===== src/rtl/control_sequencer_pkg.sv =====
// rtl/control_sequencer_pkg.sv - shared types and constants for the rv32 control sequencer (CTRL_SEQ_MULDIV_EN adds MULDIV)
package ctrl_pkg;

    localparam logic [6:0] OPC_LUI    = 7'b0110111;
    localparam logic [6:0] OPC_AUIPC  = 7'b0010111;
    localparam logic [6:0] OPC_JAL    = 7'b1101111;
    localparam logic [6:0] OPC_JALR   = 7'b1100111;
    localparam logic [6:0] OPC_BRANCH = 7'b1100011;
    localparam logic [6:0] OPC_LOAD   = 7'b0000011;
    localparam logic [6:0] OPC_STORE  = 7'b0100011;
    localparam logic [6:0] OPC_OPIMM  = 7'b0010011;
    localparam logic [6:0] OPC_OP     = 7'b0110011;

    localparam logic [6:0] F7_BASE = 7'b0000000;
    localparam logic [6:0] F7_ALT  = 7'b0100000;
    localparam logic [6:0] F7_MULDIV = 7'b0000001;

    localparam logic [1:0] MSZ_BYTE = 2'd0;
    localparam logic [1:0] MSZ_HALF = 2'd1;
    localparam logic [1:0] MSZ_WORD = 2'd2;

    typedef enum logic [2:0] {
        INST_R, INST_I, INST_S, INST_B, INST_U, INST_J, INST_X
    } inst_type_t;

    typedef enum logic [3:0] {
        FOP_ADD  = 4'd0,
        FOP_SUB  = 4'd1,
        FOP_SLL  = 4'd2,
        FOP_SLT  = 4'd3,
        FOP_SLTU = 4'd4,
        FOP_XOR  = 4'd5,
        FOP_SRL  = 4'd6,
        FOP_SRA  = 4'd7,
        FOP_OR   = 4'd8,
        FOP_AND  = 4'd9
    } fop_t;

    // Mul/div codes FOP_MUL+funct3 share the upper half of the ALU code space;
    // they are only meaningful to the mul/div unit while it owns the instruction.
    localparam logic [3:0] FOP_MUL = 4'd8;

    typedef enum logic [2:0] {
        BR_NONE = 3'd0, BR_EQ = 3'd1, BR_NE = 3'd2, BR_LT = 3'd3,
        BR_GE = 3'd4, BR_LTU = 3'd5, BR_GEU = 3'd6, BR_JUMP = 3'd7
    } br_t;

    typedef struct packed {
        fop_t       alu_op;
        br_t        branch_type;
        logic       alu_src_imm;
        logic       mem_to_reg;
        logic       reg_write;
        logic       read_mem;
        logic       write_mem;
        logic [1:0] mem_size;
        logic       mem_unsigned;
        logic       pc_abs;
        logic       link;
    } ctrl_word_t;

    typedef enum logic [1:0] {
        ST_IDLE,
        ST_EXEC,
        ST_MEM
`ifdef CTRL_SEQ_MULDIV_EN
        , ST_MULDIV
`endif
    } state_t;

    function automatic inst_type_t inst_type_of(input logic [6:0] opc);
        case (opc)
            OPC_OP:                       return INST_R;
            OPC_OPIMM, OPC_LOAD, OPC_JALR: return INST_I;
            OPC_STORE:                    return INST_S;
            OPC_BRANCH:                   return INST_B;
            OPC_LUI, OPC_AUIPC:           return INST_U;
            OPC_JAL:                      return INST_J;
            default:                      return INST_X;
        endcase
    endfunction

    // Base-ISA ALU operation selected by funct3 alone (funct7 variants handled by caller).
    function automatic fop_t alu_from_f3(input logic [2:0] f3);
        case (f3)
            3'b000:  return FOP_ADD;
            3'b001:  return FOP_SLL;
            3'b010:  return FOP_SLT;
            3'b011:  return FOP_SLTU;
            3'b100:  return FOP_XOR;
            3'b101:  return FOP_SRL;
            3'b110:  return FOP_OR;
            default: return FOP_AND;
        endcase
    endfunction

endpackage


===== src/rtl/control_sequencer_if.sv =====
// rtl/control_sequencer_if.sv - fetch/datapath/dmem bundle of the control sequencer (CTRL_SEQ_MULDIV_EN adds muldiv ports)
interface control_sequencer_if #(
    parameter int ALU_OP_W = 4,
    parameter int BR_W     = 3
);
    logic                inst_valid;
    logic [31:0]         inst;
    logic                inst_ready;
    logic                dmem_ack;
    logic [ALU_OP_W-1:0] alu_op;
    logic [BR_W-1:0]     branch_type;
    logic                alu_src_imm;
    logic                mem_to_reg;
    logic                reg_write_en;
    logic                read_mem;
    logic                write_mem;
    logic [1:0]          mem_size;
    logic                mem_unsigned;
    logic                pc_abs;
    logic                link;
    logic                ctrl_valid;
    logic                pc_en;
    logic                illegal;
    logic                mem_fault;
`ifdef CTRL_SEQ_MULDIV_EN
    logic                muldiv_start;
    logic                muldiv_done;
`endif

    modport master (
`ifdef CTRL_SEQ_MULDIV_EN
        input  muldiv_done,
        output muldiv_start,
`endif
        input  inst_valid, inst, dmem_ack,
        output inst_ready, alu_op, branch_type, alu_src_imm, mem_to_reg,
               reg_write_en, read_mem, write_mem, mem_size, mem_unsigned,
               pc_abs, link, ctrl_valid, pc_en, illegal, mem_fault
    );

    modport slave (
`ifdef CTRL_SEQ_MULDIV_EN
        output muldiv_done,
        input  muldiv_start,
`endif
        output inst_valid, inst, dmem_ack,
        input  inst_ready, alu_op, branch_type, alu_src_imm, mem_to_reg,
               reg_write_en, read_mem, write_mem, mem_size, mem_unsigned,
               pc_abs, link, ctrl_valid, pc_en, illegal, mem_fault
    );

endinterface


===== src/rtl/control_sequencer_inst_decoder.sv =====
// rtl/control_sequencer_inst_decoder.sv - combinational rv32 decode into a control word (CTRL_SEQ_MULDIV_EN enables RV32M)
module inst_decoder
    import ctrl_pkg::*;
(
    input  logic [31:0] inst,
    output ctrl_word_t  ctrl,
    output logic        is_mem,
`ifdef CTRL_SEQ_MULDIV_EN
    output logic        is_muldiv,
`endif
    output logic        illegal
);

    logic [6:0] opc;
    logic [2:0] f3;
    logic [6:0] f7;
    logic       unused_fields;

    assign opc = inst[6:0];
    assign f3  = inst[14:12];
    assign f7  = inst[31:25];
    assign unused_fields = ^{inst[24:15], inst[11:7]};

    ctrl_word_t cw;
    logic       ill;
    logic       mem;
    logic       md;
    inst_type_t itype;

    assign itype = inst_type_of(opc);

    // Decode opcode/funct3/funct7; an illegal word yields an all-zero control word.
    always_comb begin
        cw              = '0;
        ill             = 1'b0;
        mem             = 1'b0;
        md              = 1'b0;
        cw.alu_op       = FOP_ADD;
        cw.alu_src_imm  = (itype == INST_I) || (itype == INST_S) || (itype == INST_U);
        case (opc)
            OPC_LUI, OPC_AUIPC: cw.reg_write = 1'b1;
            OPC_JAL: begin
                cw.branch_type = BR_JUMP;
                cw.link        = 1'b1;
                cw.reg_write   = 1'b1;
            end
            OPC_JALR: begin
                ill            = (f3 != 3'b000);
                cw.branch_type = BR_JUMP;
                cw.pc_abs      = 1'b1;
                cw.link        = 1'b1;
                cw.reg_write   = 1'b1;
            end
            OPC_BRANCH: begin
                cw.alu_op = FOP_SUB;
                case (f3)
                    3'b000:  cw.branch_type = BR_EQ;
                    3'b001:  cw.branch_type = BR_NE;
                    3'b100:  cw.branch_type = BR_LT;
                    3'b101:  cw.branch_type = BR_GE;
                    3'b110:  cw.branch_type = BR_LTU;
                    3'b111:  cw.branch_type = BR_GEU;
                    default: ill = 1'b1;
                endcase
            end
            OPC_LOAD: begin
                mem           = 1'b1;
                cw.read_mem   = 1'b1;
                cw.mem_to_reg = 1'b1;
                cw.reg_write  = 1'b1;
                case (f3)
                    3'b000:  cw.mem_size = MSZ_BYTE;
                    3'b001:  cw.mem_size = MSZ_HALF;
                    3'b010:  cw.mem_size = MSZ_WORD;
                    3'b100: begin cw.mem_size = MSZ_BYTE; cw.mem_unsigned = 1'b1; end
                    3'b101: begin cw.mem_size = MSZ_HALF; cw.mem_unsigned = 1'b1; end
                    default: ill = 1'b1;
                endcase
            end
            OPC_STORE: begin
                mem          = 1'b1;
                cw.write_mem = 1'b1;
                case (f3)
                    3'b000:  cw.mem_size = MSZ_BYTE;
                    3'b001:  cw.mem_size = MSZ_HALF;
                    3'b010:  cw.mem_size = MSZ_WORD;
                    default: ill = 1'b1;
                endcase
            end
            OPC_OPIMM: begin
                cw.reg_write = 1'b1;
                cw.alu_op    = alu_from_f3(f3);
                if (f3 == 3'b001) begin
                    ill = (f7 != F7_BASE);
                end else if (f3 == 3'b101) begin
                    if (f7 == F7_ALT)       cw.alu_op = FOP_SRA;
                    else if (f7 != F7_BASE) ill = 1'b1;
                end
            end
            OPC_OP: begin
                cw.reg_write = 1'b1;
                if (f7 == F7_BASE) begin
                    cw.alu_op = alu_from_f3(f3);
                end else if (f7 == F7_ALT && f3 == 3'b000) begin
                    cw.alu_op = FOP_SUB;
                end else if (f7 == F7_ALT && f3 == 3'b101) begin
                    cw.alu_op = FOP_SRA;
`ifdef CTRL_SEQ_MULDIV_EN
                end else if (f7 == F7_MULDIV) begin
                    md        = 1'b1;
                    cw.alu_op = fop_t'(FOP_MUL + {1'b0, f3});
`endif
                end else begin
                    ill = 1'b1;
                end
            end
            default: ill = 1'b1;
        endcase
    end

    assign ctrl    = ill ? '0 : cw;
    assign is_mem  = mem & ~ill;
    assign illegal = ill;
`ifdef CTRL_SEQ_MULDIV_EN
    assign is_muldiv = md & ~ill;
`else
    logic unused_md;
    assign unused_md = md;
`endif

endmodule


===== src/rtl/control_sequencer.sv =====
// rtl/control_sequencer.sv - multi-cycle rv32 control FSM with dmem handshake and timeout (CTRL_SEQ_MULDIV_EN adds MULDIV state)
module control_sequencer
    import ctrl_pkg::*;
#(
    parameter int ALU_OP_W    = 4,
    parameter int BR_W        = 3,
    parameter int MEM_TIMEOUT = 16
)(
    input  logic                clk,
    input  logic                nRst,
    control_sequencer_if.master bus
);

    localparam int CNT_W   = (MEM_TIMEOUT > 2) ? $clog2(MEM_TIMEOUT) : 1;
    localparam int TO_LAST = (MEM_TIMEOUT > 0) ? MEM_TIMEOUT - 1 : 0;

    ctrl_word_t dec_ctrl;
    logic       dec_mem;
    logic       dec_ill;

    state_t     state;
    ctrl_word_t ctrl_q;
    logic       valid_q;
    logic       pc_q;
    logic       wr_q;
    logic       ill_q;
    logic [CNT_W-1:0] cnt;

    logic timeout_hit;
    logic mem_done;
    logic md_done;

`ifdef CTRL_SEQ_MULDIV_EN
    logic dec_muldiv;
    logic start_q;
`endif

    inst_decoder u_dec (
        .inst      (bus.inst),
        .ctrl      (dec_ctrl),
        .is_mem    (dec_mem),
`ifdef CTRL_SEQ_MULDIV_EN
        .is_muldiv (dec_muldiv),
`endif
        .illegal   (dec_ill)
    );

    assign timeout_hit = (MEM_TIMEOUT != 0) && (cnt == CNT_W'(TO_LAST));
    // Ack has priority over the timeout on the same cycle.
    assign mem_done    = (state == ST_MEM) && bus.dmem_ack;

    // Sequencer FSM: accepts in IDLE, one EXEC cycle or a MEM wait, back to IDLE.
    always_ff @(posedge clk or negedge nRst) begin
        if (!nRst) begin
            state   <= ST_IDLE;
            ctrl_q  <= '0;
            valid_q <= 1'b0;
            pc_q    <= 1'b0;
            wr_q    <= 1'b0;
            ill_q   <= 1'b0;
            cnt     <= '0;
`ifdef CTRL_SEQ_MULDIV_EN
            start_q <= 1'b0;
`endif
        end else begin
            valid_q <= 1'b0;
            pc_q    <= 1'b0;
            wr_q    <= 1'b0;
            ill_q   <= 1'b0;
`ifdef CTRL_SEQ_MULDIV_EN
            start_q <= 1'b0;
`endif
            case (state)
                ST_IDLE: begin
                    if (bus.inst_valid) begin
                        ctrl_q <= dec_ctrl;
                        cnt    <= '0;
                        if (dec_mem) begin
                            state <= ST_MEM;
`ifdef CTRL_SEQ_MULDIV_EN
                        end else if (dec_muldiv) begin
                            state   <= ST_MULDIV;
                            start_q <= 1'b1;
`endif
                        end else begin
                            state   <= ST_EXEC;
                            valid_q <= 1'b1;
                            pc_q    <= ~dec_ill;
                            wr_q    <= dec_ctrl.reg_write;
                            ill_q   <= dec_ill;
                        end
                    end
                end
                ST_EXEC: state <= ST_IDLE;
                ST_MEM: begin
                    if (bus.dmem_ack || timeout_hit) begin
                        state            <= ST_IDLE;
                        ctrl_q.read_mem  <= 1'b0;
                        ctrl_q.write_mem <= 1'b0;
                    end else begin
                        cnt <= cnt + 1'b1;
                    end
                end
`ifdef CTRL_SEQ_MULDIV_EN
                ST_MULDIV: if (bus.muldiv_done) state <= ST_IDLE;
`endif
                default: state <= ST_IDLE;
            endcase
        end
    end

`ifdef CTRL_SEQ_MULDIV_EN
    assign md_done          = (state == ST_MULDIV) && bus.muldiv_done;
    assign bus.muldiv_start = start_q;
`else
    assign md_done = 1'b0;
`endif

    assign bus.inst_ready   = (state == ST_IDLE);
    assign bus.ctrl_valid   = valid_q | mem_done | md_done;
    assign bus.pc_en        = pc_q | mem_done | md_done;
    assign bus.reg_write_en = wr_q | (mem_done & ctrl_q.reg_write) | md_done;
    assign bus.illegal      = ill_q;
    assign bus.mem_fault    = (state == ST_MEM) && !bus.dmem_ack && timeout_hit;
    assign bus.alu_op       = ALU_OP_W'(ctrl_q.alu_op);
    assign bus.branch_type  = BR_W'(ctrl_q.branch_type);
    assign bus.alu_src_imm  = ctrl_q.alu_src_imm;
    assign bus.mem_to_reg   = ctrl_q.mem_to_reg;
    assign bus.read_mem     = ctrl_q.read_mem;
    assign bus.write_mem    = ctrl_q.write_mem;
    assign bus.mem_size     = ctrl_q.mem_size;
    assign bus.mem_unsigned = ctrl_q.mem_unsigned;
    assign bus.pc_abs       = ctrl_q.pc_abs;
    assign bus.link         = ctrl_q.link;

endmodule


===== src/flat_wrapper.sv =====
// flat-port wrapper written by rule: the top's interface ports become plain ports
module control_sequencer_flat import ctrl_pkg::*;
#(
    parameter int ALU_OP_W    = 4,
    parameter int BR_W        = 3,
    parameter int MEM_TIMEOUT = 16
)
  (clk, nRst, bus_inst_valid, bus_inst, bus_dmem_ack, bus_inst_ready, bus_alu_op, bus_branch_type, bus_alu_src_imm, bus_mem_to_reg, bus_reg_write_en, bus_read_mem, bus_write_mem, bus_mem_size, bus_mem_unsigned, bus_pc_abs, bus_link, bus_ctrl_valid, bus_pc_en, bus_illegal, bus_mem_fault);
  control_sequencer_if #(.ALU_OP_W(ALU_OP_W), .BR_W(BR_W)) bus_i ();
  input  logic clk;
  input  logic nRst;
  input wire logic [$bits(bus_i.inst_valid)-1:0] bus_inst_valid;
  input wire logic [$bits(bus_i.inst)-1:0] bus_inst;
  input wire logic [$bits(bus_i.dmem_ack)-1:0] bus_dmem_ack;
  output wire logic [$bits(bus_i.inst_ready)-1:0] bus_inst_ready;
  output wire logic [$bits(bus_i.alu_op)-1:0] bus_alu_op;
  output wire logic [$bits(bus_i.branch_type)-1:0] bus_branch_type;
  output wire logic [$bits(bus_i.alu_src_imm)-1:0] bus_alu_src_imm;
  output wire logic [$bits(bus_i.mem_to_reg)-1:0] bus_mem_to_reg;
  output wire logic [$bits(bus_i.reg_write_en)-1:0] bus_reg_write_en;
  output wire logic [$bits(bus_i.read_mem)-1:0] bus_read_mem;
  output wire logic [$bits(bus_i.write_mem)-1:0] bus_write_mem;
  output wire logic [$bits(bus_i.mem_size)-1:0] bus_mem_size;
  output wire logic [$bits(bus_i.mem_unsigned)-1:0] bus_mem_unsigned;
  output wire logic [$bits(bus_i.pc_abs)-1:0] bus_pc_abs;
  output wire logic [$bits(bus_i.link)-1:0] bus_link;
  output wire logic [$bits(bus_i.ctrl_valid)-1:0] bus_ctrl_valid;
  output wire logic [$bits(bus_i.pc_en)-1:0] bus_pc_en;
  output wire logic [$bits(bus_i.illegal)-1:0] bus_illegal;
  output wire logic [$bits(bus_i.mem_fault)-1:0] bus_mem_fault;
  assign bus_i.inst_valid = bus_inst_valid;
  assign bus_i.inst = bus_inst;
  assign bus_i.dmem_ack = bus_dmem_ack;
  assign bus_inst_ready = bus_i.inst_ready;
  assign bus_alu_op = bus_i.alu_op;
  assign bus_branch_type = bus_i.branch_type;
  assign bus_alu_src_imm = bus_i.alu_src_imm;
  assign bus_mem_to_reg = bus_i.mem_to_reg;
  assign bus_reg_write_en = bus_i.reg_write_en;
  assign bus_read_mem = bus_i.read_mem;
  assign bus_write_mem = bus_i.write_mem;
  assign bus_mem_size = bus_i.mem_size;
  assign bus_mem_unsigned = bus_i.mem_unsigned;
  assign bus_pc_abs = bus_i.pc_abs;
  assign bus_link = bus_i.link;
  assign bus_ctrl_valid = bus_i.ctrl_valid;
  assign bus_pc_en = bus_i.pc_en;
  assign bus_illegal = bus_i.illegal;
  assign bus_mem_fault = bus_i.mem_fault;
  control_sequencer #(.ALU_OP_W(ALU_OP_W), .BR_W(BR_W), .MEM_TIMEOUT(MEM_TIMEOUT)) u_core (.clk(clk), .nRst(nRst), .bus(bus_i));
endmodule

===== config.mk =====
export PLATFORM = sky130hd
export DESIGN_NAME = control_sequencer_flat
export DESIGN_NICKNAME = d
export VERILOG_FILES = /design/src/rtl/control_sequencer_pkg.sv /design/src/rtl/control_sequencer_if.sv /design/src/rtl/control_sequencer_inst_decoder.sv /design/src/rtl/control_sequencer.sv /design/src/flat_wrapper.sv
export SDC_FILE = /design/constraint.sdc
export NUM_CORES = 1
export LEC_CHECK = 0
export ABC_CLOCK_PERIOD_IN_PS = 2000
export CORE_AREA = 2 2 70 72
export CTS_CLUSTER_DIAMETER = 80
export CTS_CLUSTER_SIZE = 40
export DETAILED_ROUTE_END_ITERATION = 8
export DIE_AREA = 0 0 72 74
export PLACE_DENSITY_LB_ADDON = 0.08
export SLEW_MARGIN = 20
export SYNTH_ARGS = -nofsm -noshare
export SYNTH_HDL_FRONTEND = slang
export SYNTH_SLANG_ARGS = --single-unit

===== constraint.sdc =====
create_clock -name clk -period 2 [get_ports clk]
set_input_delay 0.3 -clock clk [delete_from_list [all_inputs] [get_ports clk]]
set_output_delay 0.3 -clock clk [all_outputs]
set_load 0.05 [all_outputs]

Word level (Yosys, flattened, before mapping)
Cells that the tools add are included.

Register bits: 27. Output and inout bits: 22. Input bits: 36. Word-level logic and storage cells: 134.

Mux-type cells: 55. Add/sub/neg operators: 1. Bitwise gates (word level): 6. Reduce and logical (&&, ||, !) cells: 30. Equality and inequality tests: 25.

Operators with widths (number): one-hot mux 3 bit (6 select lines) (2); two-way mux 1 bit (30); == test 7 x 6 -> 1 bit, second input constant (4); one-hot mux 4 bit (7 select lines) (1); two-way mux 4 bit (6); == test 7 bit, second input constant (3); one-hot mux 2 bit (2 select lines) (5); two-way mux 17 bit (1); == test 3 bit, second input constant (5); == test 7 x 5 -> 1 bit, second input constant (2); one-hot mux 4 bit (3 select lines) (1); OR reduction 2 bit (5); == test 3 x 2 -> 1 bit, second input constant (3); OR reduction 3 bit (3); one-hot mux 4 bit (2 select lines) (1); == test 7 x 2 -> 1 bit, second input constant (1); zero test 7 bit (1); two-way mux 7 bit (1); one-hot mux 1 bit (7 select lines) (1); nonzero test 7 bit (1); OR reduction 7 bit (1); == test 3 x 1 -> 1 bit, second input constant (2); two-way mux 2 bit (3); two-way mux 3 bit (2); other kinds (19) (32).

Logic depth before layout (Yosys ltp)
Gate-level depths: netlist of the first run.

Depth in word-level cells: 11. Mapped depth: 7. Depth with buffers taken out: 6.

Cells and area by module
A second synthesis of the first run with hierarchy kept.

Cells, all modules: 216. Area total of the unflattened synthesis: 1843.0 µm².

By module, submodules not included: control_sequencer (times used 1, seq. area each 675.6 µm², cells each 127, area each 1247.4 µm²); inst_decoder (times used 1, seq. area each 0.0 µm², cells each 89, area each 595.6 µm²).

Worst setup path after synthesis of the first run
Ideal clock, no wire load.

Path type: register to register. Start: register u_core.state[1]. End: register u_core.ctrl_q, in the netlist u_core.bus.mem_size[0]. Stages on the path, launching flop included: 6. Arrival time: 1.938 ns. Clock period less this slack: 2.034 ns. Buffers on the path: 2. Setup time: 0.096 ns. Setup slack: -0.034 ns. Required time: 1.904 ns. Path through: dfrtp_1 > nor2_1 > nand2_1 > clkbuf_1 > clkbuf_1 > o31ai_1.

Longest elaborated chain between the ends: 2.

Ends and longest elaborated chain: start: declaration (line control_sequencer.sv:21) `state_t state;`; start signal: assignment (line control_sequencer.sv:55) `state <= ST_IDLE;`; start signal: assignment (line control_sequencer.sv:79) `state <= ST_MEM;`; start signal: assignment (line control_sequencer.sv:86) `state <= ST_EXEC;`; zero test 2 bit; named net bus_inst_ready (line flat_wrapper.sv:15) `output wire logic [$bits(bus_i.inst_ready)-1:0] bus_inst_ready;`; AND reduction 2 bit (no source line); end signal: assignment (line control_sequencer.sv:76) `ctrl_q <= dec_ctrl;`; end: declaration (line control_sequencer.sv:22) `ctrl_word_t ctrl_q;`.

The timed path passes the listed nets, and every way through them passes these cells. A chain may end at the register's enable or synchronous reset.

Final worst setup path of the first run
Start: register u_core.state[0]. End: output port bus_mem_fault.

Longest elaborated chain between the ends: 3.

Ends and longest elaborated chain: == test 2 bit (line control_sequencer.sv:124) `assign bus.mem_fault = (state == ST_MEM) && !bus.dmem_ack && timeout_hit;`; logical AND 1 bit (2 in a row) (line control_sequencer.sv:124); end: declaration (line flat_wrapper.sv:30) `output wire logic [$bits(bus_i.mem_fault)-1:0] bus_mem_fault;`.

Every way passes these cells.

==> impl_metrics.csv, run 1 <==
group,metric,value,unit
setup_path,r2r_slack,0.29,ns
floorplanning,die_h,74,µm
route,wl_per_cell,12.72,µm
route,dr.first_iter.drc_count,93,
setup_path,arrival,1.59,ns
finish,layout-drive-gt1-share,0.2449,
floorplanning,start_util,0.3570,
power,vdd_drop_max,246.8,µV
route,drtAntennaViolNets,0,
sta,slew_headroom,0.6623,
route,dr.pass1.iters,4,
finish,n_antenna_cell,0,
floorplanning,pin_count,58,
synth,yosys_warnings,0,
route,routed-via-count,1508,
setup_path,cp-start-kind,"register",
grt,grt_pass1_vias,1442,
sta,min_period_over_period,0.9465,
clocking,htree_levels,1,
placed_design,dpl.hpwl,3.107,mm
clocking,cts-root-buf,"clkbuf_8",
route,route.detailed.drc,0,
synth,synthCells,182,
power,leakagePower,0.001013,µW
setup_path,cp_max_fo,5,
worst_hold_path,hp-class,"input pin to async pin",
route,viasPerCell,5.043,
synth,synth.distinct_cells,44,
sta,slew_viol_final,0,
sta,hold_ws,0.3996,ns
outcome,status,"complete, no violations",
synth,yosysSeqAreaShare,0.4116,
grt,grt_max_degree,28,
clocking,cts_made_buffers,3,
synth,synthArstFlopShare,1.000,
placed_design,port_buffers,42,
clocking,clockBufferDepth,2,
grt,grt_util_all_layers,0.1546,
grt,overflow,0,
clocking,cts_setup_buffers,0,
clocking,insertion_delay,0.27,ns
synth,synth_seq_cells,27,
synth,synth.avg_cell_area,9.020,µm²
clocking,clk_pin_slew,0.10,ns
job,cap_violations,0,
floorplanning,fp.dieArea,5328,µm²
clocking,cts_tree,"done",
synth,ys.flop_type,"dfrtp_1",
synth,synthTopCellsByArea,"dfrtp_1 41%, nand2_1 5.9%, buf_4 4.1%",
floorplanning,core,4598,µm²
floorplanning,die_x,72,µm
finish,syn_to_final_growth,45.05,%
grt,antenna_found_initial,0,
grt,grt_pass1_wl,6.548,mm
synth,synth.largest_area_cell,"dfrtp_1",
synth,synth_edf_count,0,
clocking,cts_sinks,27,
setup_path,ff2ff_path_depth,5,
sta,max_freq,0.5282,GHz
sta,skew,0.005064,ns
sta,setup_viol,0,
setup_path,endpoint_kind,"output pin",
synth,synth_top_cell_area_share,0.4116,
setup_path,worst_ep_required_time,1.70,ns
placed_design,gp_congestion,0.8240,
route,routed_wl,3.803,mm
finish,layout.nets,283,
sta,period_needed,1.893,ns
power,power_density,466.9,nW/µm²
sta,tightest_slew,0.5050,ns
finish,final_cells,299,
placed_design,dp.cells,295,
synth,syn_nets,219,
sta,timing_hold_violations_final,0,
floorplanning,placement_rows,25,
synth,syn_area,1642,µm²
setup_path,worstSetupPathType,"register to output pin",
[layout by cell type (no fill, tap or decap), types with 2 or more instances in the layout]
cell	n
a21oi_1	6
nand2_1	26
o21ai_0	5
a22oi_1	3
o21bai_1	2
clkbuf_8	3
o21a_1	2
a211oi_1	2
nand4_1	3
clkdlybuf4s50_1	37
xor2_1	3
and2_1	3
nand3b_1	3
a31oi_1	3
nor2_1	13
o41ai_1	2
o31ai_2	4
nand2b_1	9
nor4_2	2
o21ai_1	8
dfrtp_1	27
nor3_1	4
buf_12	4
inv_1	5
nand3_1	4
buf_4	38
o31ai_1	5
[stage by stage]
| stage | TNS, ns | util | area, µm² | total power [µW] | setup slack (ns) |
|---|---|---|---|---|---|
| after detailed placement | -1.372 | 0.5061 | 2327 | 808.3 | -0.1977 |
| after global routing | -0.006327 | 0.5178 | 2381 | 1176 | -0.006327 |
| after floorplan | 0 | - | 1644 | 672.2 | 0.1544 |
| after global placement | -0.8153 | 0.5061 | 2327 | 803.7 | -0.1480 |
| final | 0 | 0.5178 | 2381 | 1112 | 0.1069 |
| after CTS | 0 | 0.5167 | 2376 | 1121 | 0.09026 |
[area by class of cell]
class	instances	area (µm²)
Clock buffer	3	41.29
Clock inverter	1	7.507
Fill cell	443	2217
Inverter	5	18.77
Multi-Input combinational cell	130	834.6
Sequential cell	27	675.6
Tap cell	54	67.56
Timing Repair Buffer	79	735.7
[timing repair]
action	CTS	global route
endpoints found under the setup margin	0	2
hold buffers	0	0
resized for setup	0	2
[logic make-up after synthesis]
kind of cell,synth area share
AO/OA/AOI/OAI,0.2081
XOR/XNOR,0.02135
adder cells (fa/ha/maj),0.007621
buffers and inverters,0.08460
flip-flops,0.4116
multiplexers,0.006098
AND/OR/NAND/NOR,0.2607
[cells in the mapped netlist, types with 2 or more instances]
master,count
o21ai_1,7
a21oi_1,6
a22oi_1,3
a211oi_1,2
nand3b_1,3
o21a_1,2
o21bai_1,2
xor2_1,3
o41ai_1,2
nor2_1,14
o21ai_0,6
clkbuf_1,7
o31ai_1,6
o31ai_2,3
buf_2,3
nand2_1,26
nor3_1,4
nand4_1,3
and2_1,3
nor4_2,2
dfrtp_1,27
inv_1,5
nand3_1,4
nand2b_1,9
buf_4,9
a31oi_1,3
[per-layer routing]
metal	track usage	vias up	wire length (µm)	share of wire
li1	-	758	-	-
met1	0.2031	710	1691	0.44
met2	0.2634	36	1908	0.50
met3	0.01897	4	162	0.043
met4	0.05870	0	41	0.011
met5	0	-	0	0
[where the power goes]
group | internal (µW) | leakage [µW] | switching (µW)
clock network | 141 | 0.0000217 | 173
logic | 116 | 0.000619 | 126
registers | 551 | 0.000373 | 3.10
[worst max-delay path: stages, from the launching register on]
cell	delay, ns
dfrtp_1	0.43
or3b_2	0.51
nor2_1	0.21
buf_12	0.17
[path summary, 6_finish.rpt]
check                                startpoint                    to
max in group asynchronous                  nRst  u_core.bus.write_mem
min                                        nRst         u_core.cnt[3]
min in group clk           u_core.bus.alu_op[1]  u_core.bus.alu_op[1]
min reg2reg                u_core.bus.alu_op[1]  u_core.bus.alu_op[1]
max                             u_core.state[0]         bus_mem_fault
max reg2reg                     u_core.state[0]         u_core.cnt[3]
(Power assumes the default switching activity.)
==> inputs of run 2 (changes only) <==
--- a/config.mk
+++ b/config.mk
@@ -12,7 +12,7 @@
 export DETAILED_ROUTE_END_ITERATION = 8
 export DIE_AREA = 0 0 72 74
 export PLACE_DENSITY_LB_ADDON = 0.08
-export SLEW_MARGIN = 20
+export SLEW_MARGIN = 10
 export SYNTH_ARGS = -nofsm -noshare
 export SYNTH_HDL_FRONTEND = slang
 export SYNTH_SLANG_ARGS = --single-unit
==> constraint.sdc (replaced) <==
create_clock -name clk -period 2 [get_ports clk]
set_input_delay 0.4 -clock clk [delete_from_list [all_inputs] [get_ports clk]]
set_output_delay 0.4 -clock clk [all_outputs]
set_load 0.05 [all_outputs]
==> run 2 against run 1 <==
Net effect:
- total power shrank 0.30%
- register-to-register slack improved by 0.11 ns
- flip-flop and latch count unchanged
- global-route usage increased by 0.36 points
- count of clock-buffer cells in the layout is the same
- utilization is 1.7 points higher
- critical path depth grew 1
- die area is the same
- clock skew down 0.0029 ns
- wire length increased by 1.7%
- critical endpoint unchanged
- largest power group unchanged
==> impl_metrics.csv, run 2 (same netlist as run 1, synthesis figures left out) <==
group,metric,value,unit
grt,grt_pass1_vias,1511,
worst_hold_path,hp-start,"u_core.bus.mem_size[1]",
setup_path,r2r_slack,0.40,ns
route,route.detailed.drc,0,
worst_hold_path,min_path_cells,2,
floorplanning,fp.dieArea,5328,µm²
clocking,cts_setup_buffers,0,
clocking,clk_pin_slew,0.09,ns
setup_path,worst_ep_required_time,1.60,ns
setup_path,cp-start-kind,"input pin",
clocking,cts_made_buffers,3,
finish,n_fill_cell,427,
route,routed_wl,3.866,mm
route,dr.first_iter.drc_count,74,
floorplanning,pin_count,58,
floorplanning,placement_rows,25,
sta,setup_slack,0.1028,ns
route,drtAntennaViolNets,0,
floorplanning,start_util,0.3570,
grt,grt_pass1_wl,6.603,mm
clocking,cts_tree,"done",
power,power_density,450.6,nW/µm²
sta,skew,0.002161,ns
sta,tightest_slew,0.5060,ns
clocking,clockBufferDepth,2,
route,dr.pass1.iters,4,
finish,layout-drive-gt1-share,0.2661,
placed_design,dpl-instance-area,2350,µm²
power,leakagePower,0.001121,µW
finish,layout_common_cells,"39 x buf_4, 31 x clkdlybuf4s50_1, 27 x dfrtp_1",
finish,n_antenna_cell,0,
placed_design,gp_congestion,0.8129,
sta,setup_viol,0,
setup_path,path_cells,"clkdlybuf4s50_1, or3b_4, nor2_4, buf_12",
floorplanning,die_x,72,µm
setup_path,r2r-end,"u_core.cnt[3]",
power,vdd_drop_max,257.7,µV
clocking,cts_sinks,27,
finish,layout.nets,286,
setup_path,ff2ff_path_depth,5,
worst_hold_path,hold_end,"u_core.bus.mem_size[1]",
floorplanning,core,4598,µm²
finish,final_cell_area,2460,µm²
grt,grt_util_all_layers,0.1582,
route,wl_per_cell,12.80,µm
sta,timing_hold_violations_final,0,
setup_path,cp_max_fo,2,
clocking,cts-root-buf,"clkbuf_8",
worst_hold_path,hp-class,"register to register",
finish,syn_to_final_growth,49.85,%
sta,slew_headroom,0.6616,
setup_path,endpoint_kind,"output pin",
grt,grt_max_degree,28,
setup_path,arrival,1.50,ns
sta,max_freq,0.5271,GHz
setup_path,cp_slowest_cell,"clkdlybuf4s50_1",
placed_design,place_ws,-0.3848,ns
setup_path,max_stage_delay,0.42,ns
setup_path,worstReg2RegStart,"u_core.state[0]",
clocking,htree_levels,1,
floorplanning,die_h,74,µm
setup_path,worstSetupPathType,"input pin to output pin",
placed_design,dpl.hpwl,3.216,mm
route,viasPerCell,4.868,
finish,layout_commonest_cell,"buf_4",
clocking,ctsHoldBuffers,0,
sta,slew_viol_final,0,
sta,min_period_over_period,0.9486,
job,cap_violations,0,
grt,antenna_found_initial,0,
finish,multi_input_area,870.8,µm²
clocking,insertion_delay,0.27,ns
route,routed-via-count,1470,
sta,rsz0062_at_grt,"no",
placed_design,port_buffers,42,
outcome,status,"complete, no violations",
finish,seqCellArea,675.6,µm²
grt,overflow,0,
sta,period_needed,1.897,ns
## run 2: cell types whose count changed in the layout (fill, tap and decap cells not counted), sizes merged
cell / before / now
clkinvlp: 1 / 0
clkinv: 0 / 1
clkdlybuf4s50: 37 / 31
buf: 42 / 45
dlymetal6s2s: 0 / 6
## run 2: repair_timing
action,CTS,global route
resized for setup,7,10
setup endpoints to repair,3,12
pin swaps,0,1
## run 2: through the flow
| step | total power (µW) | utilization | cells | hold WS [ns] | setup TNS [ns] |
|---|---|---|---|---|---|
| after global placement | 808.1 | 0.5110 | 298 | 0.4620 | -2.986 |
| after CTS | 1115 | 0.5276 | 302 | 0.4848 | 0 |
| after detailed placement | 813.6 | 0.5110 | 298 | 0.4670 | -3.909 |
| after floorplan | 672.2 | - | 182 | 0.1044 | 0 |
| after global routing | 1165 | 0.5350 | 302 | 0.5241 | 0 |
| final | 1108 | 0.5350 | 302 | 0.4788 | 0 |
## run 2: area by class of cell
cell class              count  area share
flip-flops and latches     27      0.2747
clock buffers               3     0.01679
multi-input cells         130      0.3540
clock inverters             1    0.002035
repair buffers             82      0.3174
inverters                   5    0.007630
well taps                  54     0.02747
## run 2: worst max path at each step
stage,startpoint,endpoint,slack [ns],depth (start not counted)
finish,bus_dmem_ack,bus_mem_fault,0.10,4
global route,bus_inst[26],u_core.bus.pc_abs,0.0002,7
CTS,bus_inst[26],u_core.bus.pc_abs,0.03,7
detailed placement,bus_inst[26],u_core.bus.pc_abs,-0.38,7
global placement,bus_inst[26],u_core.bus.alu_src_imm,-0.25,7
floorplan,u_core.state[0],bus_mem_fault,0.05,2
## run 2: routing by layer
layer	part of all wire	track usage
met5	0	0
met4	0.017	0.05660
met3	0.032	0.01626
met2	0.49	0.2819
met1	0.46	0.2009
## run 2: where the power goes
part	total, µW	internal, µW	switching, µW
logic	249	120	130
clock network	305	140	165
registers	554	551	3.24
total	1110	810	298
## run 2: worst max-delay path: cells and delay by family
kind                   cells  cell delay, ns
buffers and inverters      2            0.56
and+or+nand+nor            2            0.53
==> inputs of run 3 (changes only) <==
--- a/config.mk
+++ b/config.mk
@@ -6,13 +6,15 @@
 export NUM_CORES = 1
 export LEC_CHECK = 0
 export ABC_CLOCK_PERIOD_IN_PS = 2000
-export CORE_AREA = 2 2 70 72
+export CORE_AREA = 2 2 74 76
 export CTS_CLUSTER_DIAMETER = 80
 export CTS_CLUSTER_SIZE = 40
 export DETAILED_ROUTE_END_ITERATION = 8
-export DIE_AREA = 0 0 72 74
-export PLACE_DENSITY_LB_ADDON = 0.08
+export DIE_AREA = 0 0 76 78
+export HOLD_SLACK_MARGIN = 0.06
+export PLACE_DENSITY = 0.73
 export SLEW_MARGIN = 10
 export SYNTH_ARGS = -nofsm -noshare
 export SYNTH_HDL_FRONTEND = slang
+export SYNTH_HIERARCHICAL = 1
 export SYNTH_SLANG_ARGS = --single-unit
==> run 3 against run 2 <==
Net effect:
- the flow now finishes with violations (negative setup slack)
- flip-flop and latch count is the same
- non-clock buffer count grew 11
- combinational power grew 20%
- first-iteration DRC count grew 27%
- cell count grew 20%
- utilization grew 3.4 points
- global-route usage grew 1.2 points
- wire length grew 28%
- via count grew 24%
- worst hold slack gained 0.0043 ns
- critical path type is now input pin to register
- critical endpoint is now u_core/ctrl_q[7]
- highest routed layer unchanged
==> impl_metrics.csv, run 3 <==
group,metric,value,unit
outcome,status,"finished with violations",
outcome,violations,"negative setup slack",
setup_path,worst_ep_required_time,2.20,ns
setup_path,arrival,2.29,ns
sta,tightest_slew,0.5101,ns
grt,antenna_found_initial,0,
finish,layout-drive-gt1-share,0.3356,
route,dr.first_iter.drc_count,94,
finish,final_cells,362,
power,power_density,403.8,nW/µm²
placed_design,place_ws,-0.4969,ns
setup_path,worstSetupPathType,"input pin to register",
synth,syn_area,1843,µm²
placed_design,dp.cells,346,
power,p_comb_frac,0.257,
synth,synth_seq_cells,27,
synth,synth.avg_cell_area,8.532,µm²
clocking,htree_levels,1,
setup_path,worstReg2RegStart,"u_core/state[0]",
synth,yosysSeqAreaShare,0.3666,
grt,grt_util_all_layers,0.1706,
synth,synth.most_common_cell,"nand2_1",
power,swShare,0.2815,
setup_path,cp_max_fo,5,
setup_path,ff2ff_path_depth,4,
placed_design,dpl.hpwl,3.512,mm
route,viasPerCell,5.030,
setup_path,crit_path_end,"u_core/ctrl_q[7]",
synth,synthCells,216,
power,power,1159,µW
sta,slew_viol_final,0,
grt,overflow,0,
setup_path,cp_top_family,"compound AO/OA/AOI/OAI gates",
setup_path,cp-start-kind,"input pin",
clocking,cts-root-buf,"clkbuf_8",
finish,seqCellArea,676.9,µm²
power,p_clk_frac,0.264,
setup_path,path_cells,"buf_6, or4_4, buf_12, o41ai_4, a22oi_2, buf_4, a2111oi_4, nand2_1, nand2_1",
power,p_sw,326.3,µW
sta,min_period_over_period,1.042,
sta,setup_slack,-0.08322,ns
synth,synth_top_cell_area_share,0.3666,
grt,grt_pass1_wl,8.438,mm
setup_path,r2r-end,"u_core/cnt[1]",
sta,timing_hold_violations_final,0,
floorplanning,pin_count,58,
placed_design,dpl-instance-area,2569,µm²
placed_design,gp_congestion,0.8531,
sta,final.setup.tns,-0.2993,ns
finish,syn_to_final_growth,55.74,%
synth,syn_nets,253,
synth,ys_top_cells_by_count,"55 x nand2_1, 27 x dfrtp_1, 10 x buf_4, 10 x nor2_1",
sta,skew,0.007755,ns
route,route.detailed.drc,0,
finish,n_antenna_cell,0,
synth,ys.flop_type,"dfrtp_1",
floorplanning,fp.dieArea,5928,µm²
grt,grt_max_degree,28,
synth,synth_edf_count,0,
grt,grt_pass1_vias,1822,
clocking,cts_made_buffers,3,
floorplanning,core,5042,µm²
setup_path,cp_slowest_cell,"or4_4",
clocking,insertion_delay,0.27,ns
setup_path,endpoint_kind,"register",
synth,synthTopCellsByArea,"dfrtp_1 37%, nand2_1 11%, buf_4 4.1%",
route,routed-via-count,1821,
sta,slew_headroom,0.6589,
setup_path,max_stage_delay,0.55,ns
floorplanning,die_h,78,µm
setup_path,cp.depth,9,
synth,synth.distinct_cells,52,
finish,layout_common_cells,"55 x nand2_1, 47 x buf_4, 26 x dfrtp_1",
worst_hold_path,hp-class,"register to register",
placed_design,port_buffers,42,
clocking,cts_tree,"done",
finish,multi_input_area,1185,µm²
sta,max_freq,0.4800,GHz
finish,n_fill_cell,425,
power,internal_power,832.8,µW
clocking,clockBufferDepth,2,
setup_path,r2r_slack,0.53,ns
route,wl_per_cell,13.70,µm
clocking,ctsHoldBuffers,0,
finish,layout.nets,330,
setup_path,cp_common_cell,"nand2_1",
power,vdd_drop_max,324.5,µV
route,routed_wl,4.958,mm
synth,synthArstFlopShare,1.000,
setup_path,crit_start,"bus_inst[27]",
synth,yosys_warnings,6,
floorplanning,placement_rows,26,
clocking,cts_sinks,27,
finish,final_cell_area,2870,µm²
clocking,clk_pin_slew,0.09,ns
power,leakagePower,0.001301,µW
finish,layout_commonest_cell,"nand2_1",
floorplanning,die_x,76,µm
sta,rsz0062_at_grt,"yes",
synth,synth.largest_area_cell,"dfrtp_1",
sta,period_needed,2.083,ns
job,cap_violations,0,
route,drtAntennaViolNets,0,
power,p_seq_frac,0.479,
sta,setup_viol,5,
route,dr.pass1.iters,4,
setup_path,path_buf_inv,3,
floorplanning,start_util,0.3655,
-- run 3: cell types whose count changed in the layout (fill, tap and decap cells not counted), sizes merged, moves of 5 or more --
cell           delta
o21ai             -6
a2111oi           +5
nand2            +29
buf              +15
nor2b             +8
o31ai             -9
clkdlybuf4s50     -8
-- run 3: worst min path at each step --
stage | start | endpoint | cells past startpoint | slack (ns)
after floorplan | nRst | u_core/bus.alu_op[0] | 0 | 0.10
after global placement | u_core/bus.link | u_core/bus.link | 2 | 0.46
after detailed placement | u_core/bus.branch_type[0] | u_core/bus.branch_type[0] | 2 | 0.47
after CTS | u_core/bus.alu_op[2] | u_core/bus.alu_op[2] | 2 | 0.48
after global routing | u_core/bus.alu_op[2] | u_core/bus.alu_op[2] | 2 | 0.50
final | u_core/bus.link | u_core/bus.link | 2 | 0.48
-- run 3: logic make-up (layout without fill, tap and decap cells) --
logic type,after synthesis,count (layout),synth area share
AO/OA/AOI/OAI,40,40,0.1765
XOR/XNOR,3,3,0.01426
buffers and inverters,26,102,0.08486
multiplexers,2,2,0.01154
adder cells (fa/ha/maj),1,1,0.006788
flip-flops,27,27,0.3666
AND/OR/NAND/NOR,117,117,0.3394
-- run 3: timing repair --
| action | CTS | global route |
|---|---|---|
| buffers inserted | 5 | 7 |
| pin swaps | 13 | 16 |
| endpoints found under the setup margin | 18 | 18 |
| resized for setup | 34 | 30 |
-- run 3: layout make-up --
type / count / area share
clock buffer: 4 / 0.01569
inverter: 5 / 0.006539
timing repair buffer: 93 / 0.2986
sequential: 27 / 0.2358
tap: 70 / 0.03051
multi-input combinational: 163 / 0.4128
-- run 3: worst min-delay path: stages, from the launching register on --
cell     delay, ns
dfrtp_1       0.35
nand2_1       0.05
nand2_1       0.05
-- run 3: power groups by stage --
| stage | clock, µW | sequential (µW) | combinational, µW |
|---|---|---|---|
| finish | 306 | 555 | 298 |
| floorplan | 0 | 572 | 120 |
| global route | 335 | 557 | 320 |
| detailed placement | 0 | 566 | 260 |
| CTS | 312 | 555 | 275 |
| global placement | 0 | 566 | 256 |
-- run 3: metrics by stage --
| stage | utilization | hold WS, ns |
|---|---|---|
| 2_1_floorplan | - | 0.1044 |
| 3_3_place_gp | 0.5094 | 0.4650 |
| 3_5_place_dp | 0.5094 | 0.4679 |
| 4_1_cts | 0.5407 | 0.4828 |
| 5_1_grt | 0.5692 | 0.5022 |
| 6_report | 0.5692 | 0.4831 |
-- run 3: per-layer routing --
layer	GRT usage	vias to the layer above	wire [µm]
met5	0	-	0
li1	-	906	-
met3	0.01977	8	188
met1	0.2219	861	2216
met2	0.2964	46	2477
met4	0.05636	0	76
